## src/rtl/calculator_seq_pkg.sv

```systemverilog
// Shared types, seven-segment constants and sizing helpers for the
// sequential calculator and its BCD converter.
package calculator_seq_pkg;

    typedef enum logic [2:0] {
        ST_IDLE,
        ST_LOAD,
        ST_CONV_OP,
        ST_CONV_RES,
        ST_DONE
    } state_t;

    localparam logic [6:0] SEG_BLANK = 7'h00;
    localparam logic [6:0] SEG_DASH  = 7'h40;

    // Digit 0 occupies the lowest seven bits, digit 9 the highest.
    localparam logic [69:0] SEG_DIGITS = {7'h6F, 7'h7F, 7'h07, 7'h7D, 7'h6D,
                                          7'h66, 7'h4F, 7'h5B, 7'h06, 7'h3F};

    function automatic logic [6:0] seg_of(input logic [3:0] digit);
        if (digit > 4'd9) begin
            return SEG_BLANK;
        end
        return SEG_DIGITS[int'(digit) * 7 +: 7];
    endfunction

    // Accumulator digits: one above the display so overflow is visible, and
    // never fewer than the widest binary value needs, so nothing is lost.
    function automatic int bcd_acc_digits(input int bits, input int d);
        longint maxv = (longint'(1) << bits) - 1;
        int n = 0;
        for (longint v = maxv; v > 0; v = v / 10) begin
            n++;
        end
        if (n < d + 1) begin
            n = d + 1;
        end
        return n;
    endfunction

endpackage

```

## src/rtl/calculator_seq_if.sv

```systemverilog
// Request/response bundle between a calculator client and calculator_seq.
interface calculator_seq_if #(
    parameter int W = 7,
    parameter int D = 3
);
    logic           start;
    logic           cal_mode;
    logic           disp_mode;
    logic [W-1:0]   num1;
    logic [W-1:0]   num2;
    logic           busy;
    logic           done;
    logic           neg;
    logic           ovf;
    logic [7*D-1:0] disp_num;
    logic [7*D-1:0] disp_result;

    modport master (
        output start, cal_mode, disp_mode, num1, num2,
        input  busy, done, neg, ovf, disp_num, disp_result
    );

    modport slave (
        input  start, cal_mode, disp_mode, num1, num2,
        output busy, done, neg, ovf, disp_num, disp_result
    );
endinterface

```

## src/rtl/calculator_seq_bcd_shift_conv.sv

```systemverilog
// Iterative binary-to-BCD converter (shift-add-3), MSB first, one bit per
// cycle. Loading consumes the first bit so nbits_i bits take nbits_i cycles.
module bcd_shift_conv #(
    parameter int NB = 8,
    parameter int ND = 4,
    parameter int CW = $clog2(NB + 1)
) (
    input  logic            clk,
    input  logic            rst,
    input  logic            load_i,
    input  logic [NB-1:0]   value_i,
    input  logic [CW-1:0]   nbits_i,
    output logic [4*ND-1:0] bcd_o,
    output logic            ready_o
);
    logic [4*ND-1:0] bcd_q;
    logic [4*ND-1:0] adj_d;
    logic [NB-1:0]   sh_q;
    logic [CW-1:0]   cnt_q;

    generate
        for (genvar gi = 0; gi < ND; gi++) begin : g_adj
            assign adj_d[4*gi +: 4] = (bcd_q[4*gi +: 4] >= 4'd5) ?
                                      bcd_q[4*gi +: 4] + 4'd3 : bcd_q[4*gi +: 4];
        end
    endgenerate

    always_ff @(posedge clk) begin
        if (rst) begin
            bcd_q <= '0;
            sh_q  <= '0;
            cnt_q <= '0;
        end else if (load_i) begin
            bcd_q <= {{(4*ND-1){1'b0}}, value_i[NB-1]};
            sh_q  <= {value_i[NB-2:0], 1'b0};
            cnt_q <= nbits_i - 1'b1;
        end else if (cnt_q != '0) begin
            bcd_q <= {adj_d[4*ND-2:0], sh_q[NB-1]};
            sh_q  <= {sh_q[NB-2:0], 1'b0};
            cnt_q <= cnt_q - 1'b1;
        end
    end

    assign bcd_o   = bcd_q;
    assign ready_o = (cnt_q == '0);
endmodule

```

## src/rtl/calculator_seq.sv

```systemverilog
// Sequential add/subtract calculator with seven-segment decimal outputs for
// one operand and the result magnitude, sharing a single BCD converter.
module calculator_seq
    import calculator_seq_pkg::*;
#(
    parameter int W   = 7,
    parameter int D   = 3,
    parameter int LZB = 1
) (
    input  logic             clk,
    input  logic             rst,
    calculator_seq_if.slave  bus
);
    localparam int NDIG = bcd_acc_digits(W + 1, D);
    localparam int BW   = 4 * NDIG;
    localparam int CW   = $clog2(W + 2);

    state_t         state_q;
    logic [W-1:0]   num1_q, num2_q;
    logic           cal_q, dsp_q;
    logic [W:0]     mag_q, mag_d;
    logic           neg_pend_q, neg_d;
    logic [BW-1:0]  op_bcd_q, conv_bcd;
    logic           conv_ready, conv_load;
    logic [W:0]     conv_value;
    logic [CW-1:0]  conv_nbits;
    logic           busy_q, done_q, neg_q, ovf_q;
    logic [7*D-1:0] disp_num_q, disp_res_q;
    logic [7*D-1:0] seg_num_d, seg_res_d, seg_rst;
    logic           op_ovf, res_ovf;

    always_comb begin
        neg_d = !cal_q && (num2_q > num1_q);
        if (cal_q) begin
            mag_d = {1'b0, num1_q} + {1'b0, num2_q};
        end else if (neg_d) begin
            mag_d = {1'b0, num2_q} - {1'b0, num1_q};
        end else begin
            mag_d = {1'b0, num1_q} - {1'b0, num2_q};
        end
    end

    // Operand is left-aligned so its W bits finish in W cycles.
    always_comb begin
        conv_load  = 1'b0;
        conv_value = {(dsp_q ? num2_q : num1_q), 1'b0};
        conv_nbits = CW'(W);
        if (state_q == ST_LOAD) begin
            conv_load = 1'b1;
        end else if (state_q == ST_CONV_OP && conv_ready) begin
            conv_load  = 1'b1;
            conv_value = mag_q;
            conv_nbits = CW'(W + 1);
        end
    end

    bcd_shift_conv #(.NB(W + 1), .ND(NDIG), .CW(CW)) u_conv (
        .clk     (clk),
        .rst     (rst),
        .load_i  (conv_load),
        .value_i (conv_value),
        .nbits_i (conv_nbits),
        .bcd_o   (conv_bcd),
        .ready_o (conv_ready)
    );

    assign op_ovf  = |op_bcd_q[BW-1:4*D];
    assign res_ovf = |conv_bcd[BW-1:4*D];

    generate
        for (genvar gi = 0; gi < D; gi++) begin : g_seg
            assign seg_rst[7*gi +: 7] = (gi == 0 || LZB == 0) ? seg_of(4'd0) : SEG_BLANK;
            assign seg_num_d[7*gi +: 7] =
                op_ovf ? SEG_DASH :
                (LZB != 0 && gi != 0 && op_bcd_q[4*D-1:4*gi] == '0) ? SEG_BLANK :
                seg_of(op_bcd_q[4*gi +: 4]);
            assign seg_res_d[7*gi +: 7] =
                res_ovf ? SEG_DASH :
                (LZB != 0 && gi != 0 && conv_bcd[4*D-1:4*gi] == '0) ? SEG_BLANK :
                seg_of(conv_bcd[4*gi +: 4]);
        end
    endgenerate

    always_ff @(posedge clk) begin
        if (rst) begin
            state_q    <= ST_IDLE;
            num1_q     <= '0;
            num2_q     <= '0;
            cal_q      <= 1'b0;
            dsp_q      <= 1'b0;
            mag_q      <= '0;
            neg_pend_q <= 1'b0;
            op_bcd_q   <= '0;
            busy_q     <= 1'b0;
            done_q     <= 1'b0;
            neg_q      <= 1'b0;
            ovf_q      <= 1'b0;
            disp_num_q <= seg_rst;
            disp_res_q <= seg_rst;
        end else begin
            done_q <= 1'b0;
            case (state_q)
                ST_IDLE: begin
                    if (bus.start) begin
                        num1_q  <= bus.num1;
                        num2_q  <= bus.num2;
                        cal_q   <= bus.cal_mode;
                        dsp_q   <= bus.disp_mode;
                        busy_q  <= 1'b1;
                        state_q <= ST_LOAD;
                    end
                end
                ST_LOAD: begin
                    mag_q      <= mag_d;
                    neg_pend_q <= neg_d;
                    state_q    <= ST_CONV_OP;
                end
                ST_CONV_OP: begin
                    if (conv_ready) begin
                        op_bcd_q <= conv_bcd;
                        state_q  <= ST_CONV_RES;
                    end
                end
                ST_CONV_RES: begin
                    if (conv_ready) begin
                        disp_num_q <= seg_num_d;
                        disp_res_q <= seg_res_d;
                        neg_q      <= neg_pend_q;
                        ovf_q      <= op_ovf | res_ovf;
                        done_q     <= 1'b1;
                        state_q    <= ST_DONE;
                    end
                end
                ST_DONE: begin
                    busy_q  <= 1'b0;
                    state_q <= ST_IDLE;
                end
                default: begin
                    busy_q  <= 1'b0;
                    state_q <= ST_IDLE;
                end
            endcase
        end
    end

    assign bus.busy        = busy_q;
    assign bus.done        = done_q;
    assign bus.neg         = neg_q;
    assign bus.ovf         = ovf_q;
    assign bus.disp_num    = disp_num_q;
    assign bus.disp_result = disp_res_q;
endmodule

```

## src/flat_wrapper.sv

```systemverilog
// flat-port wrapper written by rule: the top's interface ports become plain ports
module calculator_seq_flat import calculator_seq_pkg::*;
#(
    parameter int W   = 7,
    parameter int D   = 3,
    parameter int LZB = 1
)
  (clk, rst, bus_start, bus_cal_mode, bus_disp_mode, bus_num1, bus_num2, bus_busy, bus_done, bus_neg, bus_ovf, bus_disp_num, bus_disp_result);
  calculator_seq_if #(.W(W), .D(D)) bus_i ();
  input  logic clk;
  input  logic rst;
  input wire logic [$bits(bus_i.start)-1:0] bus_start;
  input wire logic [$bits(bus_i.cal_mode)-1:0] bus_cal_mode;
  input wire logic [$bits(bus_i.disp_mode)-1:0] bus_disp_mode;
  input wire logic [$bits(bus_i.num1)-1:0] bus_num1;
  input wire logic [$bits(bus_i.num2)-1:0] bus_num2;
  output wire logic [$bits(bus_i.busy)-1:0] bus_busy;
  output wire logic [$bits(bus_i.done)-1:0] bus_done;
  output wire logic [$bits(bus_i.neg)-1:0] bus_neg;
  output wire logic [$bits(bus_i.ovf)-1:0] bus_ovf;
  output wire logic [$bits(bus_i.disp_num)-1:0] bus_disp_num;
  output wire logic [$bits(bus_i.disp_result)-1:0] bus_disp_result;
  assign bus_i.start = bus_start;
  assign bus_i.cal_mode = bus_cal_mode;
  assign bus_i.disp_mode = bus_disp_mode;
  assign bus_i.num1 = bus_num1;
  assign bus_i.num2 = bus_num2;
  assign bus_busy = bus_i.busy;
  assign bus_done = bus_i.done;
  assign bus_neg = bus_i.neg;
  assign bus_ovf = bus_i.ovf;
  assign bus_disp_num = bus_i.disp_num;
  assign bus_disp_result = bus_i.disp_result;
  calculator_seq #(.W(W), .D(D), .LZB(LZB)) u_core (.clk(clk), .rst(rst), .bus(bus_i));
endmodule
```

## config.mk

```make
export PLATFORM = sky130hd
export DESIGN_NAME = calculator_seq_flat
export DESIGN_NICKNAME = d
export VERILOG_FILES = /design/src/rtl/calculator_seq_pkg.sv /design/src/rtl/calculator_seq_if.sv /design/src/rtl/calculator_seq_bcd_shift_conv.sv /design/src/rtl/calculator_seq.sv /design/src/flat_wrapper.sv
export SDC_FILE = /design/constraint.sdc
export NUM_CORES = 1
export LEC_CHECK = 0
export BUFFER_PORTS_ARGS = -buffer_cell sky130_fd_sc_hd__buf_2
export CORE_UTILIZATION = 45
export DETAILED_ROUTE_END_ITERATION = 7
export MAX_ROUTING_LAYER = met4
export PLACE_DENSITY = 0.67
export SLEW_MARGIN = 5
export SYNTH_ARGS = -nofsm -noshare
export SYNTH_HDL_FRONTEND = slang
export SYNTH_SLANG_ARGS = --single-unit
```

## constraint.sdc

```tcl
create_clock -name clk -period 2.6 [get_ports clk]
set_clock_uncertainty 0.15 [all_clocks]
set_input_delay 0.26 -clock clk [delete_from_list [all_inputs] [get_ports clk]]
set_output_delay 0.26 -clock clk [all_outputs]
set_load 0.05 [all_outputs]
```

# == Word-level counts from Yosys, hierarchy flattened ==
# Cells that the tools add are included.
# W data, S select, Z words.
# word_totals
ff_bits,117
elab_cells,134
inputBits,19
out_inout_bits,46
# op_classes
bitwise_logic,3
eq_ne,6
reduce_logical,21
n_mul,6
n_addsub,9
magnitude_cmp,11
n_mux,54
n_shift,6
# op_table
operator,n
$shiftx A70 B32 Y7 const A,6
$mux W7,23
$mux W8,6
$mul A4 B3 Y7 const B,6
$mux W4,7
$gt A4 B4 Y1 const B,6
$ge A4 B3 Y1 const B,4
$logic_not A8 Y1,2
$sub A7 B7 Y8,2
$add A4 B2 Y4 const B,3
$logic_not A4 Y1,3
$mux W1,12
$mux W3,4
$pmux W3 S4,1
$add A7 B7 Y8,1
$reduce_and A2 Y1,4
$reduce_or A4 Y1,2
$sub A4 B1 Y4 const B,2
$gt A7 B7 Y1,1
$eq A3 B2 Y1 const B,2
$ne A2 B1 Y1 const B,2
$reduce_bool A4 Y1,1
$reduce_or A2 Y1,2
$add A3 B2 Y3 const B,1
other kinds (11),13

# == Longest topological paths before layout ==
# Gate-level depths: netlist of run 1.
# depth
ltp_word,6
mapped_depth,10
ltp_nobuf,9

# == Hierarchy ==
# A second synthesis of run 1 with hierarchy kept.
# unflattened
cells_unflattened,885
area_unflattened_um2,6959.2
# modules_own_cells
mod,n_inst,cells_per_inst,seq_area_each_um2,area_each_um2
calculator_seq,1,690,1801.7,5403.9
bcd_shift_conv,1,195,540.5,1555.2

# == Worst setup path before layout of run 1 ==
# No wires, ideal clock.
# synth_timing
path_type,register to register
startpoint,register u_core.num2_q[2]
endpoint,register u_core.mag_q[3]
stages_incl_launch_ff,10
setup_ps,127
required_time_ps,2323
n_path_buf,1
arrival_ps,2376
synth_period_minus_slack_ps,2653
setup_slack_ps,-53
cell_sequence,dfxtp_1 inv_1 ha_1 nor2b_4 o31a_1 or4_1 buf_2 and3_4 o31a_1 or3_1
# synth_via
elab_chain_cells,4
elab_cells_between_ends,7
classes_between,add/sub (3); order compare (1); mux (2); reduce/logical (1)
# synth_lines
element,line,text
start: declaration,calculator_seq.sv:19,"logic [W-1:0] num1_q, num2_q;"
start signal: assignment,calculator_seq.sv:106,num2_q <= bus.num2;
$gt A7 B7 Y1,calculator_seq.sv:33,neg_d = !cal_q && (num2_q > num1_q);
$logic_and A1 B1 Y1,calculator_seq.sv:33,
$mux W8,calculator_seq.sv:36,end else if (neg_d) begin
$mux W8 *,calculator_seq.sv:34,if (cal_q) begin
end signal: assignment,calculator_seq.sv:114,mag_q <= mag_d;
end: declaration,calculator_seq.sv:21,"logic [W:0] mag_q, mag_d;"
# Mark *: on every way between the ends. The rest lies on a longest branch, timed or not.
# A chain may end at the register's enable or synchronous reset.

# == Worst setup path after layout of run 1 ==
# layout_timing
startpoint,register u_core.num1_q[2]
endpoint,register u_core.mag_q[3]
# layout_via
elab_chain_cells,4
elab_cells_between_ends,7
classes_between,add/sub (3); order compare (1); mux (2); reduce/logical (1)
# layout_lines
element,line,text
start: declaration,calculator_seq.sv:19,
start signal: assignment,calculator_seq.sv:105,num1_q <= bus.num1;
$gt A7 B7 Y1,calculator_seq.sv:33,
$logic_and A1 B1 Y1,calculator_seq.sv:33,
$mux W8,calculator_seq.sv:36,
$mux W8 *,calculator_seq.sv:34,
# Marks and branches as above.

==> results.toml, run 1 <==
[yosys]
synthesis.instances = 880
yosys_warnings = 0
synthArstFlopShare = 0
synth_top_flop_cell = "dfxtp_1"
synth_seq_cells = 117
syn_nets = 967
synth.distinct_cells = 63
synth_enable_flop_cells = 0
avgSynthCellArea_um2 = 7.715
synth.cell_area_um2 = 6789
seq_area_frac_synth = 0.3450

[critical_path]
critPathTopFamily = "simple AND/OR/NAND/NOR gates"
crit_path_start_kind = "register"
arrival_ps = 2810
cp.buffers_inverters = 0
critical-path-max-stage-delay_ps = 540
crit_chain = "ha_4, nor2b_4, o31a_1, or4_4, and3_4, o31a_1, or3_1"
critPathSlowestCell = "or4_4"
cp_common_cell = "o31a_1"
cp_max_fo = 5
criticalPathCategory = "reg -> reg"
endpoint_kind = "register"
required_ps = 2740

[finish]
area.sequential_um2 = 2347
synthToLayoutAreaGrowth_pct = 22.48
multiInputGateArea_um2 = 4115
layout_commonest_cell = "nand2_1"
layout_common_cells = "nand2_1, dfxtp_1, a21oi_1"
diodes = 0
fin_nets = 1057
design_area_um2 = 8315
drive_above_1_share = 0.1650
nFillCells = 1332

[die]
num_rows = 44
die_w_um = 124.8
fp.dieArea_um2 = 15580
core_area_um2 = 14640
die_y_um = 124.8
num_io_pins = 65
start_util = 0.4636

[grt]
grt_first_pass_wirelength_um = 29150
grtUsageTotal = 0.2383
antenna_found_initial = 0
grt_pass1_vias = 5844
grt_max_degree = 50
grt.overflow.total = 0

[timing]
fin_ws_ps = -67.27
timing.fmax_mhz = 374.9
hold_viol = 0
worst_slew_pin_slew_ps = 578.4
fin_crit_ps = 2667
maxSlewViolCount = 0
period_share = 1.026
max-slew-margin-rel = 0.6138
setup_viol = 4
rsz0062_at_grt = "yes"

[power_and_ir_drop]
ir_drop_v = 0.0006908
totalPowerFinal_mw = 6.577
p_per_area_nw_per_um2 = 791.0
p_leak_nw = 3.418

[drt]
drc_errors = 2
viasPerCell = 5.485
top_layer = "met4"
drt-pass1-iter-count = 7
vias = 6395
drtIter0Drc = 479
totalWireLength_um = 17690
wl_met2_um = 8415
antenna_left = 0
wl_met1_um = 8388
wl_per_cell_um = 15.17
met3_length_um = 734

[min_path]
worstHoldPathType = "in -> reg"

[clock_tree]
clk_pin_slew_ps = 50
ctsLongestPathBuffers = 2
numCtsBuffers = 17
clock-sinks = 117
root_buffer = "clkbuf_16"
cts_tree = "yes"
htreeDepth = 4
insertion_delay_ps = 420

[place]
gp_congestion = 0.9515
port_buffers = 64
hpwl_um = 12060
dpl_worst_slack_ps = -71.73
place_area_um2 = 7468

[outcome]
violations = "design-rule violations, negative setup slack"
status = "finished, violations left"

[run]
drv_cap = 0
[tightest hold or removal path, cell delays in order]
cell,delay [ps]
buf_2,130
a21oi_1,120
nor3_1,50
[cell type report]
| type | instances | area share |
|---|---|---|
| Clock buffer | 21 | 0.05417 |
| Timing Repair Buffer | 127 | 0.1007 |
| Sequential cell | 117 | 0.2823 |
| Inverter | 48 | 0.02167 |
| Clock inverter | 10 | 0.01866 |
| Multi-Input combinational cell | 659 | 0.4949 |
| Tap cell | 184 | 0.02769 |
[layer usage]
layer | global-route usage | up-vias
met3 | 0.04467 | 17
met5 | - | -
li1 | - | 3225
met1 | 0.3062 | 3014
met4 | 0.06887 | 0
met2 | 0.3817 | 139
[synth_stat cells, types with 5 or more instances]
library cell | n | area (um^2)
a211oi_1 | 9 | 67.56
a21o_1 | 7 | 52.55
a21oi_1 | 110 | 550.5
a221o_1 | 5 | 50.05
a22oi_1 | 5 | 37.54
a31oi_1 | 5 | 31.28
a32o_1 | 9 | 90.09
buf_2 | 10 | 50.05
clkbuf_1 | 42 | 157.7
dfxtp_1 | 117 | 2342
ha_1 | 65 | 813.3
inv_1 | 48 | 180.2
mux2i_1 | 7 | 70.07
nand2_1 | 155 | 581.8
nand2b_1 | 12 | 75.07
nand3_1 | 23 | 115.1
nor2_1 | 72 | 270.3
nor3_1 | 23 | 115.1
nor4_1 | 5 | 31.28
o211ai_1 | 11 | 82.58
o21ai_0 | 44 | 220.2
o31a_1 | 5 | 43.79
xnor2_1 | 8 | 70.07
[logic make-up (layout without fill, tap and decap cells)]
family / count (synthesis) / count (layout) / share of synthesized area
buf+inv: 104 / 206 / 0.05934
flops: 117 / 117 / 0.3450
simple gates: 327 / 327 / 0.2188
xor+xnor: 11 / 11 / 0.01419
mux: 7 / 7 / 0.01032
compound gates: 246 / 246 / 0.2237
fa+ha+maj: 68 / 68 / 0.1286
[through the flow]
stage / setup TNS (ps) / std cells / utilization / hold WS (ps)
2_1_floorplan: -23.94 / 880 / - / 238.4
3_3_place_gp: -14.37 / 1117 / 0.5100 / 285.8
3_5_place_dp: -71.73 / 1117 / 0.5100 / 290.9
4_1_cts: -52.45 / 1164 / 0.5627 / 31.08
5_1_grt: -547.8 / 1166 / 0.5678 / 33.16
6_report: -162.1 / 1166 / 0.5678 / 35.82
[report_power, final]
group / internal, mW / switching (mW)
Combinational: 0.796 / 1.24
Clock: 1.61 / 0.832
Sequential: 1.95 / 0.145
Total: 4.36 / 2.21
[final timing paths]
| check | startpoint | end | slack, ps | cells past startpoint |
|---|---|---|---|---|
| setup / recovery | u_core.num1_q[2] | u_core.mag_q[3] | -70 | 7 |
| hold / removal | bus_start | u_core.bus.busy | 40 | 3 |
| hold reg to reg | u_core.bus.disp_result[15] | u_core.bus.disp_result[15] | 300 | 2 |
| setup reg to reg | u_core.num1_q[2] | u_core.mag_q[3] | -70 | 7 |
[state kept, by name, summed over array words and instances (netlist names), 3 cells and up]
name,count
u_core.bus.disp_num,21
u_core.bus.disp_result,21
u_core.op_bcd_q,16
u_core.u_conv.bcd_o,16
u_core.mag_q,8
u_core.num1_q,7
u_core.num2_q,7
u_core.u_conv.sh_q,7
u_core.u_conv.cnt_q,4
u_core.state_q,3
[timing repair]
action,4_1_cts,5_1_grt
resized for setup,2,12
hold endpoints to repair,16,0
buffers inserted,0,2
endpoints found under the setup margin,3,5
pin swaps,0,6
hold buffers,16,0
No activity file was read; power rests on OpenSTA's default activity.
==> run 2, diff against run 1 <==
--- a/config.mk
+++ b/config.mk
@@ -7,6 +7,8 @@
 export LEC_CHECK = 0
 export BUFFER_PORTS_ARGS = -buffer_cell sky130_fd_sc_hd__buf_2
+export CAP_MARGIN = 20
 export CORE_UTILIZATION = 45
 export DETAILED_ROUTE_END_ITERATION = 7
+export GPL_TIMING_DRIVEN = 0
 export MAX_ROUTING_LAYER = met4
 export PLACE_DENSITY = 0.67
==> constraint.sdc (replaced) <==
create_clock -name clk -period 2.6 [get_ports clk]
set_clock_uncertainty 0.15 [all_clocks]
set_input_delay 0.39 -clock clk [delete_from_list [all_inputs] [get_ports clk]]
set_output_delay 0.39 -clock clk [all_outputs]
set_load 0.05 [all_outputs]
==> run 2 against run 1 <==
The flow still finishes with violations (design-rule violations, negative setup slack). Fmax barely moved. Worst setup slack gained 1.7 ps. Final cell count is 1.2% higher. Worst hold slack better by 4.3 ps. Flip-flop and latch count unchanged. Largest cell class unchanged.
==> results.toml, run 2 (synthesized netlist as in run 1, its figures left out) <==
[outcome]
status = "finished, violations left"
violations = "design-rule violations, negative setup slack"

[clock_tree]
ctsLongestPathBuffers = 2
clk_pin_slew_ps = 60
numCtsBuffers = 17
hold_buffers = 0
root_buffer = "clkbuf_16"
insertion_delay_ps = 420
cts_tree = "yes"
clock-sinks = 117
htreeDepth = 4

[run]
drv_cap = 0

[timing]
fin_ws_ps = -65.52
rsz0062_at_grt = "yes"
maxSlewViolCount = 0
worst_slew_pin_slew_ps = 831.1
hold_viol = 0
fin_crit_ps = 2666
setup_viol = 3
timing.fmax_mhz = 375.2
max-slew-margin-rel = 0.4408
tns_ps = -118.3
holdWs_ps = 40.16
period_share = 1.025

[critical_path]
endpoint_kind = "register"
cp_max_fo = 6
cp.buffers_inverters = 1
critPathTopFamily = "simple AND/OR/NAND/NOR gates"
arrival_ps = 2820
critical-path-max-stage-delay_ps = 480
crit_chain = "inv_2, ha_4, fa_2, nor2b_4, o31a_1, or4_4, and3_4, o31a_1, or3_1"
criticalPathCategory = "reg -> reg"
required_ps = 2750
cp_common_cell = "o31a_1"
critPathSlowestCell = "or4_4"
crit_path_start_kind = "register"
r2r-start = "u_core.num2_q[0]"
crit_path_start = "u_core.num2_q[0]"

[die]
num_io_pins = 65
fp.dieArea_um2 = 15580
start_util = 0.4636
die_y_um = 124.8
core_area_um2 = 14640
num_rows = 44
die_w_um = 124.8

[grt]
grt_pass1_vias = 5912
antenna_found_initial = 0
grt.overflow.total = 0
grtUsageTotal = 0.2580
grt_max_degree = 17
grt_first_pass_wirelength_um = 30750

[power_and_ir_drop]
p_per_area_nw_per_um2 = 823.3
p_leak_nw = 3.374
ir_drop_v = 0.0005395

[drt]
antenna_left = 0
viasPerCell = 5.653
drt-pass1-iter-count = 7
totalWireLength_um = 19530
vias = 6671
drtIter0Drc = 534
wl_per_cell_um = 16.55
drc_errors = 2

[place]
hpwl_um = 13620
gp_congestion = 0.9084
dpl_worst_slack_ps = -295.6
dp.cells = 1128
port_buffers = 64
place_area_um2 = 7353

[finish]
diodes = 0
layout_common_cells = "nand2_1, a21oi_1, dfxtp_1"
drive_above_1_share = 0.1787
design_area_um2 = 8376
layout_commonest_cell = "nand2_1"
fin_nets = 1070
fin_cells = 1180
synthToLayoutAreaGrowth_pct = 23.37
nFillCells = 1377

[min_path]
worstHoldPathType = "in -> reg"
min-delay-start = "bus_num2[5]"
==> run 2: cell count changes in the layout (fill, tap and decap cells not counted), moves of 6 or more <==
cell,previous run,this run
buf_2,64,70
buf_4,46,21
dfxtp_4,0,7
clkbuf_1,3,37
dfxtp_1,113,106
dlygate4sd3_1,16,0
==> run 2: stage by stage <==
| stage | total power [mW] | util |
|---|---|---|
| global placement | 3.941 | 0.5021 |
| CTS | 6.701 | 0.5557 |
| floorplan | 3.465 | - |
| finish | 6.895 | 0.5719 |
| global route | 7.240 | 0.5719 |
| detailed placement | 3.965 | 0.5021 |
==> run 2: final timing paths <==
kind / cells past startpoint / end / slack [ps]
min reg2reg: 2 / u_core.bus.disp_result[16] / 300
min: 3 / u_core.num2_q[5] / 40
max: 9 / u_core.mag_q[3] / -70
max reg2reg: 9 / u_core.mag_q[3] / -70
==> run 2: routing by layer <==
metal / wire length, um / global-route usage / vias up / part of all wire
met5: 0 / - / - / 0
met4: 259 / 0.07461 / 0 / 0.013
met3: 1170 / 0.05498 / 26 / 0.060
met2: 8815 / 0.3870 / 234 / 0.45
met1: 9282 / 0.3488 / 3147 / 0.48
li1: - / - / 3264 / -
==> run 2: area by class of cell <==
class | count | area (um^2) | area share
Multi-Input combinational cell | 659 | 4205 | 0.5021
Sequential cell | 117 | 2374 | 0.2834
Timing Repair Buffer | 86 | 489.2 | 0.05841
Clock buffer | 17 | 425.4 | 0.05079
Buffer | 54 | 245.2 | 0.02928
Tap cell | 184 | 230.2 | 0.02749
Clock inverter | 15 | 226.5 | 0.02704
Inverter | 48 | 180.2 | 0.02151
==> run 2: worst min-delay path, stage by stage <==
cell	delay, ps
buf_2	90
nand2_1	40
a21oi_1	50
==> run 2: report_power, final <==
group | internal (mW) | leakage, nW | total (mW) | switching [mW]
Clock | 1.71 | 0.310 | 2.61 | 0.902
Combinational | 0.825 | 2.11 | 2.16 | 1.33
Sequential | 1.95 | 0.955 | 2.13 | 0.177
==> run 2: what timing repair did <==
item                                    4_1_cts  5_1_grt
gates cloned                                  0        0
pin swaps                                     3       12
setup buffers                                 8       14
gates resized for setup                      23       49
endpoints found under the setup margin       11       44
